--- config.mk ---
export PLATFORM = sky130hd
export DESIGN_NAME = bp_ras_predecode_flat
export DESIGN_NICKNAME = d
export VERILOG_FILES = /design/src/rtl/bp_ras_predecode_pkg.sv /design/src/rtl/bp_ras_predecode_if.sv /design/src/rtl/bp_ras_predecode_classify.sv /design/src/rtl/bp_ras_predecode.sv /design/src/flat_wrapper.sv
export SDC_FILE = /design/constraint.sdc
export NUM_CORES = 1
export LEC_CHECK = 0
export CAP_MARGIN = 10
export CORE_ASPECT_RATIO = 1.75
export CORE_MARGIN = 2
export CORE_UTILIZATION = 45
export CTS_CLUSTER_DIAMETER = 100
export DETAILED_ROUTE_END_ITERATION = 16
export PLACE_DENSITY = 0.73
export SLEW_MARGIN = 5
export SYNTH_ARGS = -nofsm -noshare
export SYNTH_HDL_FRONTEND = slang
export SYNTH_SLANG_ARGS = --single-unit
--- constraint.sdc ---
create_clock -name clk -period 9.8 [get_ports clk]
set_input_delay 1.47 -clock clk [delete_from_list [all_inputs] [get_ports clk]]
set_output_delay 1.47 -clock clk [all_outputs]
set_load 0.02 [all_outputs]
--- src/rtl/bp_ras_predecode_pkg.sv ---
// Shared types and helpers for the fetch pre-decode / RAS predictor slice.
// - ctrl_type_t: control-transfer class of one RV32I instruction
// - OP_*: major opcodes of the control-transfer instructions
// - is_link(): x1/x5 are the link registers used for call/return hints
// - ADDR_WIDTH macro defaults to 32 when the build does not supply it
`ifndef ADDR_WIDTH
`define ADDR_WIDTH 32
`endif

package bp_predecode_pkg;
  localparam int FETCH_W = 2;
  localparam int ADDR_W  = `ADDR_WIDTH;

  localparam logic [6:0] OP_JAL    = 7'b1101111;
  localparam logic [6:0] OP_JALR   = 7'b1100111;
  localparam logic [6:0] OP_BRANCH = 7'b1100011;

  typedef enum logic [2:0] {
    NONE, BRANCH, JAL, JALR, CALL, RET, CALL_RET
  } ctrl_type_t;

  function automatic logic is_link(input logic [4:0] r);
    return (r == 5'd1) || (r == 5'd5);
  endfunction
endpackage

--- src/rtl/bp_ras_predecode_if.sv ---
// Channels around the pre-decode stage.
// bp_fetch_if : fetch bundle in (valid/pc/inst), accept + next-PC prediction out.
//   master = fetch unit, slave = pre-decode stage.
// bp_decode_if: registered bundle toward decode with valid/ready.
//   master = pre-decode stage, slave = decode.
interface bp_fetch_if #(
  parameter int FETCH_WIDTH = bp_predecode_pkg::FETCH_W,
  parameter int ADDR_WIDTH  = bp_predecode_pkg::ADDR_W
);
  logic                              fetch_bp_valid;
  logic [ADDR_WIDTH-1:0]             fetch_bp_pc;
  logic [FETCH_WIDTH-1:0][31:0]      fetch_bp_inst;
  logic                              bp_fetch_ready;
  logic [ADDR_WIDTH-1:0]             bp_fetch_next_pc;
  logic                              bp_fetch_redirect;

  modport master (output fetch_bp_valid, fetch_bp_pc, fetch_bp_inst,
                  input  bp_fetch_ready, bp_fetch_next_pc, bp_fetch_redirect);
  modport slave  (input  fetch_bp_valid, fetch_bp_pc, fetch_bp_inst,
                  output bp_fetch_ready, bp_fetch_next_pc, bp_fetch_redirect);
endinterface

interface bp_decode_if #(
  parameter int FETCH_WIDTH = bp_predecode_pkg::FETCH_W,
  parameter int ADDR_WIDTH  = bp_predecode_pkg::ADDR_W
);
  logic                              bp_decode_valid;
  logic                              bp_decode_ready;
  logic [ADDR_WIDTH-1:0]             bp_decode_pc;
  logic [FETCH_WIDTH-1:0][31:0]      bp_decode_inst;
  logic [FETCH_WIDTH-1:0]            bp_decode_inst_valid;
  logic                              bp_decode_jump;
  logic [ADDR_WIDTH-1:0]             bp_decode_target;

  modport master (output bp_decode_valid, bp_decode_pc, bp_decode_inst,
                         bp_decode_inst_valid, bp_decode_jump, bp_decode_target,
                  input  bp_decode_ready);
  modport slave  (input  bp_decode_valid, bp_decode_pc, bp_decode_inst,
                         bp_decode_inst_valid, bp_decode_jump, bp_decode_target,
                  output bp_decode_ready);
endinterface

--- src/rtl/bp_ras_predecode_classify.sv ---
// bp_inst_classify: combinational per-slot pre-decoder.
// Ports: inst (raw RV32I), pc (slot PC) -> ctype (control class),
//        taken (statically predicted taken), target (pc+imm, J or B form),
//        link_addr (pc+4, wraps modulo 2^ADDR_WIDTH).
// RET/CALL_RET targets come from the RAS and are selected by the caller.
module bp_inst_classify
  import bp_predecode_pkg::*;
#(
  parameter int ADDR_WIDTH = ADDR_W
) (
  input  logic [31:0]           inst,
  input  logic [ADDR_WIDTH-1:0] pc,
  output ctrl_type_t            ctype,
  output logic                  taken,
  output logic [ADDR_WIDTH-1:0] target,
  output logic [ADDR_WIDTH-1:0] link_addr
);
  logic [6:0]            opc;
  logic [4:0]            rd, rs1;
  logic [2:0]            funct3;
  logic [ADDR_WIDTH-1:0] imm_j, imm_b;

  assign opc    = inst[6:0];
  assign rd     = inst[11:7];
  assign rs1    = inst[19:15];
  assign funct3 = inst[14:12];
  assign imm_j  = {{(ADDR_WIDTH-20){inst[31]}}, inst[19:12], inst[20], inst[30:21], 1'b0};
  assign imm_b  = {{(ADDR_WIDTH-12){inst[31]}}, inst[7], inst[30:25], inst[11:8], 1'b0};
  assign link_addr = pc + ADDR_WIDTH'(4);

  always_comb begin
    ctype  = NONE;
    taken  = 1'b0;
    target = pc + imm_j;
    unique case (opc)
      OP_JAL: begin
        ctype = is_link(rd) ? CALL : JAL;
        taken = 1'b1;
      end
      OP_JALR: if (funct3 == 3'b000) begin
        // Only returns use the RAS top as a target; register-indirect
        // calls/jumps have no target source here and fall through.
        if (is_link(rd) && is_link(rs1) && rd != rs1) begin
          ctype = CALL_RET;
          taken = 1'b1;
        end else if (is_link(rd)) begin
          ctype = CALL;
        end else if (rd == 5'd0 && is_link(rs1)) begin
          ctype = RET;
          taken = 1'b1;
        end else begin
          ctype = JALR;
        end
      end
      OP_BRANCH: begin
        ctype  = BRANCH;
        taken  = inst[31];   // backward taken, forward not taken
        target = pc + imm_b;
      end
      default: ;
    endcase
  end
endmodule

--- src/rtl/bp_ras_predecode.sv ---
// bp_ras_predecode: fetch-to-decode pre-decode stage with RAS-based return
// prediction and a single registered output slot.
// Ports: clk, rst (sync, active-low); fetch (bp_fetch_if.slave) bundle in +
//        next-PC prediction out; dcd (bp_decode_if.master) registered bundle;
//        bp_ras_addr/push/pop RAS request; ras_bp_addr RAS top (pre-update);
//        commit_bp_flush; bp_csrf_call_add/ret_add perf pulses.
// Optional feature macro: BP_RAS_PREDECODE_PERF_EN (registered perf pulses;
// when undefined the perf ports are tied low).
module bp_ras_predecode
  import bp_predecode_pkg::*;
#(
  parameter int FETCH_WIDTH = FETCH_W,
  parameter int ADDR_WIDTH  = ADDR_W
) (
  input  logic                  clk,
  input  logic                  rst,
  bp_fetch_if.slave             fetch,
  bp_decode_if.master           dcd,
  output logic [ADDR_WIDTH-1:0] bp_ras_addr,
  output logic                  bp_ras_push,
  output logic                  bp_ras_pop,
  input  logic [ADDR_WIDTH-1:0] ras_bp_addr,
  input  logic                  commit_bp_flush,
  output logic                  bp_csrf_call_add,
  output logic                  bp_csrf_ret_add
);
  ctrl_type_t                               ctype [FETCH_WIDTH];
  logic [FETCH_WIDTH-1:0]                   taken;
  logic [FETCH_WIDTH-1:0][ADDR_WIDTH-1:0]   tgt, link;

  for (genvar i = 0; i < FETCH_WIDTH; i++) begin : g_slot
    logic [ADDR_WIDTH-1:0] slot_pc;
    assign slot_pc = fetch.fetch_bp_pc + ADDR_WIDTH'(4 * i);
    bp_inst_classify #(.ADDR_WIDTH(ADDR_WIDTH)) u_cls (
      .inst(fetch.fetch_bp_inst[i]), .pc(slot_pc), .ctype(ctype[i]),
      .taken(taken[i]), .target(tgt[i]), .link_addr(link[i]));
  end

  // First taken transfer wins; slots behind it are killed. The RAS op comes
  // from the first call/return among surviving slots, so an untaken
  // jalr-call still pushes while a later taken transfer can redirect.
  logic                   hit, op_found, op_push, op_pop;
  logic [ADDR_WIDTH-1:0]  hit_tgt, op_addr, next_pc;
  logic [FETCH_WIDTH-1:0] ivld;

  always_comb begin
    hit      = 1'b0;
    hit_tgt  = '0;
    ivld     = '1;
    op_found = 1'b0;
    op_push  = 1'b0;
    op_pop   = 1'b0;
    op_addr  = '0;
    for (int i = 0; i < FETCH_WIDTH; i++) begin
      if (hit) begin
        ivld[i] = 1'b0;
      end else begin
        if (!op_found && ctype[i] inside {CALL, RET, CALL_RET}) begin
          op_found = 1'b1;
          op_push  = ctype[i] inside {CALL, CALL_RET};
          op_pop   = ctype[i] inside {RET, CALL_RET};
          op_addr  = link[i];
        end
        if (taken[i]) begin
          hit     = 1'b1;
          hit_tgt = (ctype[i] inside {RET, CALL_RET}) ? ras_bp_addr : tgt[i];
        end
      end
    end
  end

  logic vld_q, accept;
  assign next_pc = hit ? hit_tgt : fetch.fetch_bp_pc + ADDR_WIDTH'(4 * FETCH_WIDTH);
  assign fetch.bp_fetch_ready    = !commit_bp_flush && (!vld_q || dcd.bp_decode_ready);
  assign accept                  = fetch.fetch_bp_valid && fetch.bp_fetch_ready && rst;
  assign fetch.bp_fetch_next_pc  = next_pc;
  assign fetch.bp_fetch_redirect = accept && hit;
  assign bp_ras_push             = accept && op_push;
  assign bp_ras_pop              = accept && op_pop;
  assign bp_ras_addr             = op_addr;

  logic [ADDR_WIDTH-1:0]        pc_q, tgt_q;
  logic [FETCH_WIDTH-1:0][31:0] inst_q;
  logic [FETCH_WIDTH-1:0]       iv_q;
  logic                         jump_q;

  always_ff @(posedge clk) begin
    if (!rst) begin
      vld_q  <= 1'b0;
      pc_q   <= '0;
      inst_q <= '0;
      iv_q   <= '0;
      jump_q <= 1'b0;
      tgt_q  <= '0;
    end else if (commit_bp_flush) begin
      vld_q <= 1'b0;
    end else if (accept) begin
      vld_q  <= 1'b1;
      pc_q   <= fetch.fetch_bp_pc;
      inst_q <= fetch.fetch_bp_inst;
      iv_q   <= ivld;
      jump_q <= hit;
      tgt_q  <= next_pc;
    end else if (dcd.bp_decode_ready) begin
      vld_q <= 1'b0;
    end
  end

  assign dcd.bp_decode_valid      = vld_q;
  assign dcd.bp_decode_pc         = pc_q;
  assign dcd.bp_decode_inst       = inst_q;
  assign dcd.bp_decode_inst_valid = iv_q;
  assign dcd.bp_decode_jump       = jump_q;
  assign dcd.bp_decode_target     = tgt_q;

`ifdef BP_RAS_PREDECODE_PERF_EN
  always_ff @(posedge clk) begin
    if (!rst) begin
      bp_csrf_call_add <= 1'b0;
      bp_csrf_ret_add  <= 1'b0;
    end else begin
      bp_csrf_call_add <= bp_ras_push;
      bp_csrf_ret_add  <= bp_ras_pop;
    end
  end
`else
  assign bp_csrf_call_add = 1'b0;
  assign bp_csrf_ret_add  = 1'b0;
`endif
endmodule

--- src/flat_wrapper.sv ---
// flat-port wrapper written by rule: the top's interface ports become plain ports
module bp_ras_predecode_flat import bp_predecode_pkg::*;
#(
  parameter int FETCH_WIDTH = FETCH_W,
  parameter int ADDR_WIDTH  = ADDR_W
)
  (clk, rst, bp_ras_addr, bp_ras_push, bp_ras_pop, ras_bp_addr, commit_bp_flush, bp_csrf_call_add, bp_csrf_ret_add, fetch_fetch_bp_valid, fetch_fetch_bp_pc, fetch_fetch_bp_inst, fetch_bp_fetch_ready, fetch_bp_fetch_next_pc, fetch_bp_fetch_redirect, dcd_bp_decode_valid, dcd_bp_decode_pc, dcd_bp_decode_inst, dcd_bp_decode_inst_valid, dcd_bp_decode_jump, dcd_bp_decode_target, dcd_bp_decode_ready);
  bp_fetch_if #(.FETCH_WIDTH(FETCH_WIDTH), .ADDR_WIDTH(ADDR_WIDTH)) fetch_i ();
  bp_decode_if #(.FETCH_WIDTH(FETCH_WIDTH), .ADDR_WIDTH(ADDR_WIDTH)) dcd_i ();
  input  logic clk;
  input  logic rst;
  output logic [ADDR_WIDTH-1:0] bp_ras_addr;
  output logic bp_ras_push;
  output logic bp_ras_pop;
  input  logic [ADDR_WIDTH-1:0] ras_bp_addr;
  input  logic commit_bp_flush;
  output logic bp_csrf_call_add;
  output logic bp_csrf_ret_add;
  input wire logic [$bits(fetch_i.fetch_bp_valid)-1:0] fetch_fetch_bp_valid;
  input wire logic [$bits(fetch_i.fetch_bp_pc)-1:0] fetch_fetch_bp_pc;
  input wire logic [$bits(fetch_i.fetch_bp_inst)-1:0] fetch_fetch_bp_inst;
  output wire logic [$bits(fetch_i.bp_fetch_ready)-1:0] fetch_bp_fetch_ready;
  output wire logic [$bits(fetch_i.bp_fetch_next_pc)-1:0] fetch_bp_fetch_next_pc;
  output wire logic [$bits(fetch_i.bp_fetch_redirect)-1:0] fetch_bp_fetch_redirect;
  output wire logic [$bits(dcd_i.bp_decode_valid)-1:0] dcd_bp_decode_valid;
  output wire logic [$bits(dcd_i.bp_decode_pc)-1:0] dcd_bp_decode_pc;
  output wire logic [$bits(dcd_i.bp_decode_inst)-1:0] dcd_bp_decode_inst;
  output wire logic [$bits(dcd_i.bp_decode_inst_valid)-1:0] dcd_bp_decode_inst_valid;
  output wire logic [$bits(dcd_i.bp_decode_jump)-1:0] dcd_bp_decode_jump;
  output wire logic [$bits(dcd_i.bp_decode_target)-1:0] dcd_bp_decode_target;
  input wire logic [$bits(dcd_i.bp_decode_ready)-1:0] dcd_bp_decode_ready;
  assign fetch_i.fetch_bp_valid = fetch_fetch_bp_valid;
  assign fetch_i.fetch_bp_pc = fetch_fetch_bp_pc;
  assign fetch_i.fetch_bp_inst = fetch_fetch_bp_inst;
  assign fetch_bp_fetch_ready = fetch_i.bp_fetch_ready;
  assign fetch_bp_fetch_next_pc = fetch_i.bp_fetch_next_pc;
  assign fetch_bp_fetch_redirect = fetch_i.bp_fetch_redirect;
  assign dcd_bp_decode_valid = dcd_i.bp_decode_valid;
  assign dcd_bp_decode_pc = dcd_i.bp_decode_pc;
  assign dcd_bp_decode_inst = dcd_i.bp_decode_inst;
  assign dcd_bp_decode_inst_valid = dcd_i.bp_decode_inst_valid;
  assign dcd_bp_decode_jump = dcd_i.bp_decode_jump;
  assign dcd_bp_decode_target = dcd_i.bp_decode_target;
  assign dcd_i.bp_decode_ready = dcd_bp_decode_ready;
  bp_ras_predecode #(.FETCH_WIDTH(FETCH_WIDTH), .ADDR_WIDTH(ADDR_WIDTH)) u_core (.clk(clk), .rst(rst), .fetch(fetch_i), .dcd(dcd_i), .bp_ras_addr(bp_ras_addr), .bp_ras_push(bp_ras_push), .bp_ras_pop(bp_ras_pop), .ras_bp_addr(ras_bp_addr), .commit_bp_flush(commit_bp_flush), .bp_csrf_call_add(bp_csrf_call_add), .bp_csrf_ret_add(bp_csrf_ret_add));
endmodule
==> results.py <==
metrics = {
    "clock_tree": {
        "cts_resized": 0,
        "clk_latency_ns": 0.45,
        "hold_buffers": 0,
        "htreeDepth": 4,
        "cts-root-buf": "clkbuf_16",
        "cts.clk_slew.worst_paths_ns": 0.06,
        "cts_tree": "done",
        "clkSinkCount": 132,
        "cts_buffers": 17,
        "postCtsSetupBuffers": 0,
        "cts_buffer_depth": 2,
    },
    "floorplanning": {
        "die_y_um": 213,
        "start_util": 0.456,
        "core_area_mm2": 0.0246,
        "die_w_um": 123,
        "ios": 335,
        "rows": 76,
        "die_area_mm2": 0.0263,
    },
    "power_and_ir_drop": {
        "power_density_mw_per_mm2": 121,
        "ir_worst_vdd_mv": 0.122,
        "p_leak_nw": 5.90,
    },
    "route": {
        "routed_via_density": 5.92,
        "drt-total-wl_um": 47400,
        "wl_per_cell_um": 21.8,
        "vias": 12900,
        "dr.pass1.iters": 5,
        "initialDrtViolationCount": 798,
        "route.detailed.drc": 0,
        "ant_nets": 0,
    },
    "place": {
        "dpl.hpwl_um": 37600,
        "port_buffers": 332,
        "placed_cells": 2143,
        "place.gp.congestion": 1.01,
    },
    "sta": {
        "hold_violations": 0,
        "relSlewSlack": 0.305,
        "setup_tns_ns": 0,
        "setup_viol": 0,
        "fin_crit_sh": 0.883,
        "finClkSkew_ns": 0.00796,
        "rsz0062_at_grt": "no",
        "worst_pin_slew_ns": 1.04,
        "finalCriticalPeriod_ns": 8.65,
        "max_freq_ghz": 0.116,
        "slew_violations": 0,
    },
    "setup_path": {
        "cp-end-kind": "output pin",
        "crit_required_ns": 8.33,
        "arrival_ns": 7.18,
        "crit_fanout": 9,
        "cp-start-kind": "input pin",
        "path_class": "input pin to output pin",
    },
    "final_layout": {
        "multi_input_area_mm2": 0.00806,
        "num-nets-final": 2055,
        "drive_gt1_frac": 0.0553,
        "layout.cells.non_filler": 2176,
        "areaGrowthSynthToFinish_pct": 36.9,
        "seqCellArea_mm2": 0.00264,
        "fill_cells": 2332,
    },
    "yosys": {
        "avgSynthCellArea_um2": 7.12,
        "ys_types": 85,
        "synth_seq_cells": 132,
        "ys_seq_area_frac": 0.235,
        "ys.flop_type": "dfxtp_1",
        "synth_cells": 1577,
        "synth_edf_count": 0,
        "async_reset_ff_frac": 0,
        "syn_area_mm2": 0.0112,
        "synth_warnings": 0,
    },
    "hold_path": {
        "hold_class": "register to register",
    },
    "job": {
        "drv_cap": 0,
    },
    "grt": {
        "grt_pass1_vias": 12400,
        "gr-usage-all-layers": 0.352,
        "antenna_found_initial": 1,
        "grt_overflow": 0,
        "grt_pass1_wl_um": 69400,
        "grt_max_degree": 95,
    },
    "status": {
        "status": "complete, no violations",
    },
}
## metrics by stage
step	hold slack [ns]	worst slack, ns	power (mW)	area, um2	utilization
finish	0.453	1.15	1.86	15400	0.624
global route	0.465	0.842	1.93	15400	0.624
CTS	0.454	1.17	1.86	15400	0.624
detailed placement	0.446	1.19	1.15	14700	0.598
global placement	0.440	1.28	1.14	14700	0.598
floorplan	0.535	3.17	0.909	11200	-
## report_power, final
| part | switching, mW | internal (mW) |
|---|---|---|
| sequential | 0.00982 | 0.557 |
| clock | 0.271 | 0.445 |
| combinational | 0.333 | 0.243 |
## final timing paths
kind | start | cells past startpoint | end | slack [ns]
hold / removal | u_core.dcd.bp_decode_inst[43] | 2 | u_core.dcd.bp_decode_inst[43] | 0.45
setup reg to reg | u_core.dcd.bp_decode_valid | 5 | u_core.dcd.bp_decode_inst[38] | 7.44
hold reg to reg | u_core.dcd.bp_decode_inst[43] | 2 | u_core.dcd.bp_decode_inst[43] | 0.45
setup / recovery | fetch_fetch_bp_pc[4] | 18 | fetch_bp_fetch_next_pc[28] | 1.15
## logic make-up after synthesis
family          count (synthesis)  share of synthesized area
simple gates                  644                      0.268
compound gates                453                      0.255
buf+inv                       140                     0.0501
flops                         132                      0.235
xor+xnor                      117                     0.0925
fa+ha+maj                      72                     0.0815
mux                            18                     0.0176
other cells                     1                   0.000334
## cell usage in the layout, fill, tap and decap left out, types with 15 or more instances in the layout
master / n
nand4_1: 20
o211ai_1: 15
a21oi_1: 173
a21o_1: 45
clkbuf_16: 17
clkdlybuf4s50_1: 332
o21ai_0: 82
a31oi_1: 16
nand2_1: 301
a22oi_1: 15
buf_4: 21
nor3_1: 39
nand3_1: 38
xnor2_1: 71
dfxtp_1: 132
nand2b_1: 19
ha_1: 70
and3_1: 17
xor2_1: 44
nor2_1: 124
inv_1: 39
## cells in the mapped netlist (4+ instances only)
master	instances	share of area
o21a_1	11	0.0074
or2_2	6	0.0033
mux2i_1	4	0.0036
o21bai_1	6	0.0040
nand4_1	20	0.011
buf_2	10	0.0045
xnor2_1	71	0.055
a22oi_1	15	0.010
a31oi_1	16	0.0089
nor2_1	124	0.041
o21ba_2	9	0.0080
o211a_1	7	0.0062
a21o_1	45	0.030
or3_1	13	0.0072
or4_1	6	0.0040
inv_1	40	0.013
and3_1	18	0.010
nand2_1	301	0.10
nand3b_1	4	0.0027
a221oi_1	4	0.0031
a211oi_1	12	0.0080
nor2b_1	13	0.0072
xor2_1	44	0.034
o22ai_1	6	0.0033
and4_1	5	0.0039
and2_1	5	0.0028
buf_4	4	0.0027
a211o_1	4	0.0031
nand2b_1	19	0.011
mux2_2	13	0.013
o221ai_1	4	0.0031
nand3_1	39	0.017
nor3_1	39	0.017
ha_1	70	0.078
o211ai_1	15	0.010
o21ai_0	82	0.037
nor4_1	7	0.0039
clkbuf_1	81	0.027
a221o_1	10	0.0089
nor3b_1	4	0.0027
dfxtp_1	132	0.24
a21oi_1	174	0.078
## state kept, by name, indices dropped and copies added, names as in the netlist
signal,cells
u_core.dcd.bp_decode_jump,1
u_core.dcd.bp_decode_target,32
u_core.dcd.bp_decode_valid,1
u_core.dcd.bp_decode_inst,64
u_core.dcd.bp_decode_inst_valid,2
u_core.dcd.bp_decode_pc,32
## final cells by class
| class | instances | share of cell area |
|---|---|---|
| multi-input cells | 1306 | 0.524 |
| repair buffers | 353 | 0.226 |
| flip-flops and latches | 132 | 0.172 |
| clock buffers | 20 | 0.0297 |
| well taps | 312 | 0.0254 |
| clock inverters | 12 | 0.0124 |
| inverters | 40 | 0.00993 |
| diodes | 1 | 0.000163 |
## worst max-delay path: stages
cell,delay (ns)
clkdlybuf4s50_1,0.76
ha_1,0.37
nand3_2,0.17
or4_1,0.62
nor2_1,0.14
xnor2_1,0.34
inv_1,0.15
ha_1,0.37
a21o_1,0.18
a21o_1,0.17
a21o_1,0.19
or3_1,0.30
a31o_2,0.22
nor2b_1,0.15
a211oi_1,0.29
mux2i_1,0.48
or2_2,0.20
clkdlybuf4s50_1,0.60
## routing by layer
metal	up-vias	track usage	share of wire
met5	-	0	0
met4	0	0.275	0.082
met3	184	0.0622	0.058
met2	551	0.640	0.52
met1	6011	0.341	0.34
li1	6128	-	-
Power figures use the tool's default switching activity.
